File: src/rtl/mips_pkg.sv
// Shared definitions for the MIPS front end: opcodes, the NOP word, fetch FSM
// encoding and the default boot address.
package mips_pkg;

  localparam logic [5:0] OP_RTYPE = 6'b000000;
  localparam logic [5:0] OP_ADDI  = 6'b001000;
  localparam logic [5:0] OP_LW    = 6'b100011;
  localparam logic [5:0] OP_SW    = 6'b101011;
  localparam logic [5:0] OP_BEQ   = 6'b000100;
  localparam logic [5:0] OP_BNE   = 6'b000101;
  localparam logic [5:0] OP_BGTZ  = 6'b000111;

  localparam logic [31:0] NOP_INSTR        = 32'h0000_0000;
  localparam logic [31:0] DEFAULT_RESET_PC = 32'h0000_0000;

  typedef enum logic [1:0] {
    RST_S = 2'd0,
    FETCH = 2'd1,
    HELD  = 2'd2
  } fetch_state_t;

endpackage

File: src/rtl/if_id_reg.sv
// IF/ID pipeline register. Clear inserts a bubble (NOP, invalid) but leaves
// pc_plus4 alone, since a bubble carries no meaningful return address.
module if_id_reg
  import mips_pkg::*;
(
  input  logic        clk,
  input  logic        rst,
  input  logic        en,
  input  logic        clr,
  input  logic [31:0] instr_d,
  input  logic [31:0] pc_plus4_d,
  input  logic        valid_d,
  output logic [31:0] instr_q,
  output logic [31:0] pc_plus4_q,
  output logic        valid_q
);

  always_ff @(posedge clk or posedge rst) begin
    if (rst) begin
      instr_q    <= NOP_INSTR;
      pc_plus4_q <= 32'h0;
      valid_q    <= 1'b0;
    end else if (clr) begin
      instr_q <= NOP_INSTR;
      valid_q <= 1'b0;
    end else if (en) begin
      instr_q    <= instr_d;
      pc_plus4_q <= pc_plus4_d;
      valid_q    <= valid_d;
    end
  end

endmodule

File: src/rtl/fetch_stage.sv
// Instruction fetch stage: PC, single-entry skid buffer for words that land
// during a stall, and the fetch FSM driving the IF/ID register.
//
// state | meaning
// RST_S | first cycle after reset, no request, IF/ID untouched
// FETCH | request outstanding at PC, waiting for imem_ready
// HELD  | word parked in skid buffer while ID is stalled, no request
module fetch_stage
  import mips_pkg::*;
#(
  parameter logic [31:0] RESET_PC = DEFAULT_RESET_PC
) (
  input  logic        clk,
  input  logic        rst,
  input  logic        stall,
  input  logic        flush,
  input  logic [31:0] branch_target,
  output logic        imem_req,
  output logic [31:0] imem_addr,
  input  logic        imem_ready,
  input  logic [31:0] imem_rdata,
  output logic [31:0] if_id_instr,
  output logic [31:0] if_id_pc_plus4,
  output logic        if_id_valid,
  output logic [5:0]  op_code
);

  fetch_state_t state;
  logic [31:0]  pc;
  logic [31:0]  skid_buf;
  logic [31:0]  pc_plus4;
  logic [31:0]  redirect_pc;
  logic         ifid_en;
  logic         ifid_clr;
  logic [31:0]  ifid_instr_d;

  assign pc_plus4    = pc + 32'd4;
  assign redirect_pc = branch_target & ~32'h3;
  assign imem_addr   = pc;
  assign op_code     = if_id_instr[31:26];

  always_comb begin
    ifid_en      = 1'b0;
    ifid_clr     = 1'b0;
    ifid_instr_d = (state == HELD) ? skid_buf : imem_rdata;
    case (state)
      FETCH: begin
        // a response coinciding with flush is dropped by the clear
        if (flush)                      ifid_clr = 1'b1;
        else if (imem_ready && !stall)  ifid_en  = 1'b1;
        else if (!imem_ready && !stall) ifid_clr = 1'b1;
      end
      HELD: begin
        if (flush)       ifid_clr = 1'b1;
        else if (!stall) ifid_en  = 1'b1;
      end
      default: ;
    endcase
  end

  always_ff @(posedge clk or posedge rst) begin
    if (rst) begin
      state    <= RST_S;
      pc       <= RESET_PC;
      skid_buf <= NOP_INSTR;
      imem_req <= 1'b0;
    end else begin
      case (state)
        RST_S: begin
          state    <= FETCH;
          imem_req <= 1'b1;
        end
        FETCH: begin
          if (flush) begin
            pc       <= redirect_pc;
            skid_buf <= NOP_INSTR;
          end else if (imem_ready) begin
            if (stall) begin
              skid_buf <= imem_rdata;
              state    <= HELD;
              imem_req <= 1'b0;
            end else begin
              pc <= pc_plus4;
            end
          end
        end
        HELD: begin
          if (flush) begin
            pc       <= redirect_pc;
            skid_buf <= NOP_INSTR;
            state    <= FETCH;
            imem_req <= 1'b1;
          end else if (!stall) begin
            pc       <= pc_plus4;
            state    <= FETCH;
            imem_req <= 1'b1;
          end
        end
        default: begin
          state    <= RST_S;
          imem_req <= 1'b0;
        end
      endcase
    end
  end

  if_id_reg u_if_id (
    .clk        (clk),
    .rst        (rst),
    .en         (ifid_en),
    .clr        (ifid_clr),
    .instr_d    (ifid_instr_d),
    .pc_plus4_d (pc_plus4),
    .valid_d    (1'b1),
    .instr_q    (if_id_instr),
    .pc_plus4_q (if_id_pc_plus4),
    .valid_q    (if_id_valid)
  );

endmodule

File: config.mk
export PLATFORM = sky130hd
export DESIGN_NAME = fetch_stage
export DESIGN_NICKNAME = d
export VERILOG_FILES = /design/src/rtl/mips_pkg.sv /design/src/rtl/if_id_reg.sv /design/src/rtl/fetch_stage.sv
export SDC_FILE = /design/constraint.sdc
export NUM_CORES = 1
export LEC_CHECK = 0
export CAP_MARGIN = 30
export CORE_ASPECT_RATIO = 1.1
export CORE_MARGIN = 1.5
export CORE_UTILIZATION = 25
export CTS_CLUSTER_DIAMETER = 200
export CTS_CLUSTER_SIZE = 40
export DETAILED_ROUTE_END_ITERATION = 8
export SLEW_MARGIN = 40
export SYNTH_ARGS = -nofsm -noshare
export SYNTH_HDL_FRONTEND = slang
export SYNTH_SLANG_ARGS = --single-unit
File: constraint.sdc
create_clock -name clk -period 6.67 [get_ports clk]
set_clock_uncertainty 0.1 [all_clocks]
set_input_delay 1.334 -clock clk [delete_from_list [all_inputs] [get_ports clk]]
set_output_delay 1.334 -clock clk [all_outputs]
set_load 0.05 [all_outputs]
---- Word level (Yosys, flattened, before mapping) ----
Index checks and enable logic that the tools add are counted.
operators by class
  magnitude comparators ................... 0
  shift-type cells ........................ 0
  div/mod/pow operators ................... 0
  reduce and logical (&&, ||, !) cells .... 11
  add/subtract/negate cells ............... 1
  equal/unequal tests ..................... 9
  bitwise operators ....................... 1
  mux-type cells .......................... 37
  $mul .................................... 0
operator list
  cell                                                              number
  32-bit two-way mux                                                11
  32-bit one-hot mux with 2 select lines                            2
  32-bit by 3-bit adder with 32-bit output (second input constant)  1
  1-bit two-way mux                                                 15
  2-bit two-way mux                                                 5
  3-bit inequality test (second input constant)                     3
  2-bit inequality test (second input constant)                     4
  4-bit AND reduction                                               2
  2-bit one-hot mux with 3 select lines                             1
  1-bit one-hot mux with 2 select lines                             2
  2-bit AND reduction                                               2
  2-bit nonzero test                                                2
  1-bit one-hot mux with 3 select lines                             1
  2-bit by 1-bit == test with 1-bit output (second input constant)  1
  2-bit == test (second input constant)                             1
  1-bit logical AND                                                 2
  1-bit logical NOT                                                 2
  2-bit logical NOT                                                 1
  1-bit NOT                                                         1
word-level totals
  output and inout bits ................... 104
  bits of input ports ..................... 69
  latch bits .............................. 0
  memories ................................ 0
  bits in writable memories ............... 0
  flip-flop bits (word level) ............. 132
  memory bits (read-only) ................. 0
  word-level logic and storage cells ...... 66

---- Longest topological paths before layout ----
  depth in word-level cells ............... 8
  depth in mapped cells ................... 10
  gate-level depth less buffers ........... 6

---- Hierarchy ----
Synthesis repeated with hierarchy kept, for this count alone.
unflattened totals
  cell total of the unflattened synthesis .. 685
  area, all modules ....................... 6640.1 sq um
modules (own cells, without submodules)
  module       area an instance (sq um)  seq. area each (sq um)  cells each  instances
  fetch_stage  3981.3                    1601.5                  508         1
  if_id_reg    2658.8                    1626.6                  177         1

---- Least setup slack after synthesis ----
No wires, ideal clock.
  kind .................................... in2reg
  start point ............................. input port flush
  end point ............................... register u_if_id.pc_plus4_q[30]
  buffers on the path ..................... 2
  slack ................................... 3.868 ns
  setup time .............................. 0.070 ns
  arrival time ............................ 2.632 ns
  stages on the path ...................... 5
  data required time ...................... 6.500 ns
  cells stage by stage .................... clkbuf_1 > nor4b_2 > clkbuf_1 > o211ai_1 > nand3_1
on the way
  cells in the longest elaborated chain, start to end .. 4
  elaborated cells between the ends (all ways) .. 8
  classes of those cells .................. mux: 6; bitwise: 1; reduce/logical: 1
ends and longest elaborated chain
  what                                    RTL line                              source
  from (decl)                             fetch_stage.sv:16                     input logic flush,
  1-bit two-way mux (on tied branches)    fetch_stage.sv:54, fetch_stage.sv:49
  1-bit one-hot mux with 2 select lines   fetch_stage.sv:46                     case (state)
  1-bit NOT (no source line)              -
  2-bit AND reduction (no source line) *  -
  to (signal assigned)                    if_id_reg.sv:28                       pc_plus4_q <= pc_plus4_d;
  to (decl)                               if_id_reg.sv:14                       output logic [31:0] pc_plus4_q,
Mark *: on every way between the ends. The rest lies on a longest branch, timed or not.
A chain may end at the register's enable or synchronous reset.

---- Worst setup path after layout ----
  start point ............................. input port imem_ready
  end point ............................... register u_if_id.pc_plus4_q[28]
on the way
  cells in the longest elaborated chain, start to end .. 8
  elaborated cells between the ends (all ways) .. 12
  classes of those cells .................. mux: 7; bitwise: 1; reduce/logical: 4
ends and longest elaborated chain
  what                                    RTL line           source
  from (decl)                             fetch_stage.sv:20  input logic imem_ready,
  1-bit logical NOT                       fetch_stage.sv:51  else if (!imem_ready && !stall) ifid_clr = 1'b1;
  1-bit logical AND                       fetch_stage.sv:51
  1-bit two-way mux                       fetch_stage.sv:51
  1-bit two-way mux                       fetch_stage.sv:50  else if (imem_ready && !stall) ifid_en = 1'b1;
  1-bit two-way mux                       fetch_stage.sv:49  if (flush) ifid_clr = 1'b1;
  1-bit one-hot mux with 2 select lines   fetch_stage.sv:46
  1-bit NOT (no source line)              -
  2-bit AND reduction (no source line) *  -
Marked as above.

==> reports/metrics.csv <==
metric,value,unit
sequential share of the synthesized area,0.475,
Register Area,3180,µm²
GRT overflow,0,
yosys synthesis warning count,0,
Max Slew Vio Count,0,
via count,6180,
hpwl dp,14.2,mm
largest net degree at the start of global routing,85,
Max Fclk,275,MHz
final hold violation count,0,
number of antenna violations at the first check in global routing,0,
DRT Wirelength,21.4,mm
TritonCTS clock tree,yes,
status,completed,
multi-input combinational cell area,3180,µm²
CTS Hold Bufs,0,
Resized Gates After CTS,0,
Area Overhead vs Synth,36.4,%
slew margin rel.,0.496,
RSZ-0062 raised after global routing,no,
number of synthesized flops with an enable pin,0,
setup bufs post-CTS,0,
initial DRC count,347,
min-delay src,u_if_id.instr_q[18]$_DFFE_PP0P_,
GRT Total Usage,0.158,
# IOs,173,
H-tree level count,4,
placed insts,1236,
Setup Viol. Count Final,0,
clock sink count,127,
fraction of registers with async set/reset,1.00,
setup TNS,0,ps
"Distinct cells, synth",48,
worst skew pair latency,410,ps
Antenna Nets Post-Route,0,
Die Y,175,µm
Reg-to-Reg Start,state[0]$_DFFE_PP0P_,
Yosys top cell area share,0.475,
Residual DRC,0,
"CTS clk-pin slew, worst paths",60,ps
post-route clock period utilization,0.546,
ranking of synthesized cells by area,"dfrtp_1 47%, nand2_1 7.8%, a21oi_1 5.7%",
Initial Utilization,0.255,
max-cap viol count,0,
core area,26200,µm²
worst hold path depth,2,
Tightest Pin Transition,756,ps
Vias/cell,4.88,
vias in the first global route,6238,
FF-to-FF path depth,5,
dominant synthesized flop cell,dfrtp_1,
die width,159,µm
global-route wire length before repair,35.1,mm
total power,4.94,mW
list of most frequent post-synthesis cells,"139 x nand2_1, 127 x dfrtp_1, 76 x a21oi_1, 76 x o21ai_0, 46 x clkbuf_1",
Peak VDD IR,0.292,mV
Critical Path Source Type,input port,
crit path launch,imem_ready,
CP Max Fanout,38,
clk root buf,clkbuf_16,
Port Buffer Count,166,
full die area,27800,µm²
Cell Pwr Density,541,nW/µm²
drt wl/cell,16.9,µm
WP data arrival,3820,ps
top-count cell post-synth,nand2_1,
final std cells w/o fill,1266,
Yosys top cell by area,dfrtp_1,
GP Congestion,0.756,
CP Capture Type,flip-flop,
nets,976,
CP Data Required Time,6850,ps
Synth Cell Area,6690,µm²
min Tclk post-route,3640,ps
Setup CP Type,input port to flip-flop,
Final Util,0.348,
Syn Inst Count,782,
Yosys reg bits,127,
DR pass1 iterations,5,
antenna diode count,0,
Fill cells,2759,
share of layout cells above drive strength 1,0.0558,
worst min-delay path class,flip-flop to flip-flop,
Leak,3.64,nW
clk buf depth,2,
syn avg cell area,8.56,µm²
row count,62,
CTS Buf Count,17,
Min Hold Slack,375,ps
==> flip-flops by register name, summed over array words and instances, names as in the netlist <==
signal,flops
state,2
u_if_id.instr_q,32
skid_buf,32
u_if_id.pc_plus4_q,30
imem_addr,30
u_if_id.valid_q,1
==> worst max-delay path: stages <==
cell,delay [ps]
clkdlybuf4s50_1,520
mux2i_1,140
or4b_2,1020
buf_4,420
a221o_1,380
==> power breakdown <==
part | total, mW | internal, mW | leakage (nW) | switching [mW]
registers | 1.45 | 1.11 | 1.62 | 0.341
clock network | 0.910 | 0.564 | 0.273 | 0.346
logic | 2.58 | 0.840 | 1.75 | 1.74
==> per-stage QoR <==
stage               area (µm²)  setup WS (ps)
floorplan                 6710           1850
global placement          8550           2580
detailed placement        8580           2560
CTS                       9130           3010
global route              9130           2920
finish                    9130           3030
==> cell families after synthesis <==
logic type | count (synthesis) | synth area share
AO/OA/AOI/OAI | 212 | 0.184
XOR/XNOR | 13 | 0.0170
adder cells (fa/ha/maj) | 4 | 0.00748
buffers and inverters | 89 | 0.0589
flip-flops | 127 | 0.475
multiplexers | 10 | 0.0150
other | 1 | 0.000560
AND/OR/NAND/NOR | 326 | 0.242
==> cells in the final DEF, fill, tap and decap left out, types with 8 or more instances in the layout <==
master,instances
o211ai_1,16
buf_4,9
nor2_1,35
nand4_1,17
a21oi_1,76
nand2_1,138
o21ai_0,76
or3_1,10
a31oi_1,8
clkbuf_16,17
nor2b_1,26
and3_1,21
mux2i_1,10
nand3_1,29
o2bb2ai_1,9
dfrtp_1,127
xnor2_1,10
inv_1,11
clkdlybuf4s50_1,165
nor4_1,8
==> final cells by class <==
class / count / area share
clock inverter: 7 / 0.00959
clock buffer: 23 / 0.0512
multi-input combinational: 569 / 0.348
inverter: 13 / 0.00616
timing repair buffer: 175 / 0.189
sequential: 127 / 0.348
tap: 352 / 0.0482
==> worst paths after layout <==
path                       slack, ps                                 end
max reg2reg                     3430  u_if_id.pc_plus4_q[28]$_DFFE_PP0P_
min in group asynchronous       1320   u_if_id.pc_plus4_q[4]$_DFFE_PP0P_
min reg2reg                      380     u_if_id.instr_q[18]$_DFFE_PP0P_
max                             3030  u_if_id.pc_plus4_q[28]$_DFFE_PP0P_
min                              380     u_if_id.instr_q[18]$_DFFE_PP0P_
max in group asynchronous       4060           imem_addr[14]$_DFFE_PP0P_
==> layer usage <==
| layer | share of wire | wire length, µm | global-route usage | up-vias |
|---|---|---|---|---|
| met5 | 0 | 0 | 0 | - |
| met4 | 0.013 | 269 | 0.0425 | 0 |
| met3 | 0.056 | 1210 | 0.0399 | 19 |
| met2 | 0.48 | 10200 | 0.264 | 191 |
| met1 | 0.45 | 9730 | 0.203 | 2977 |
| li1 | - | - | - | 2993 |
Power figures use the tool's default switching activity.
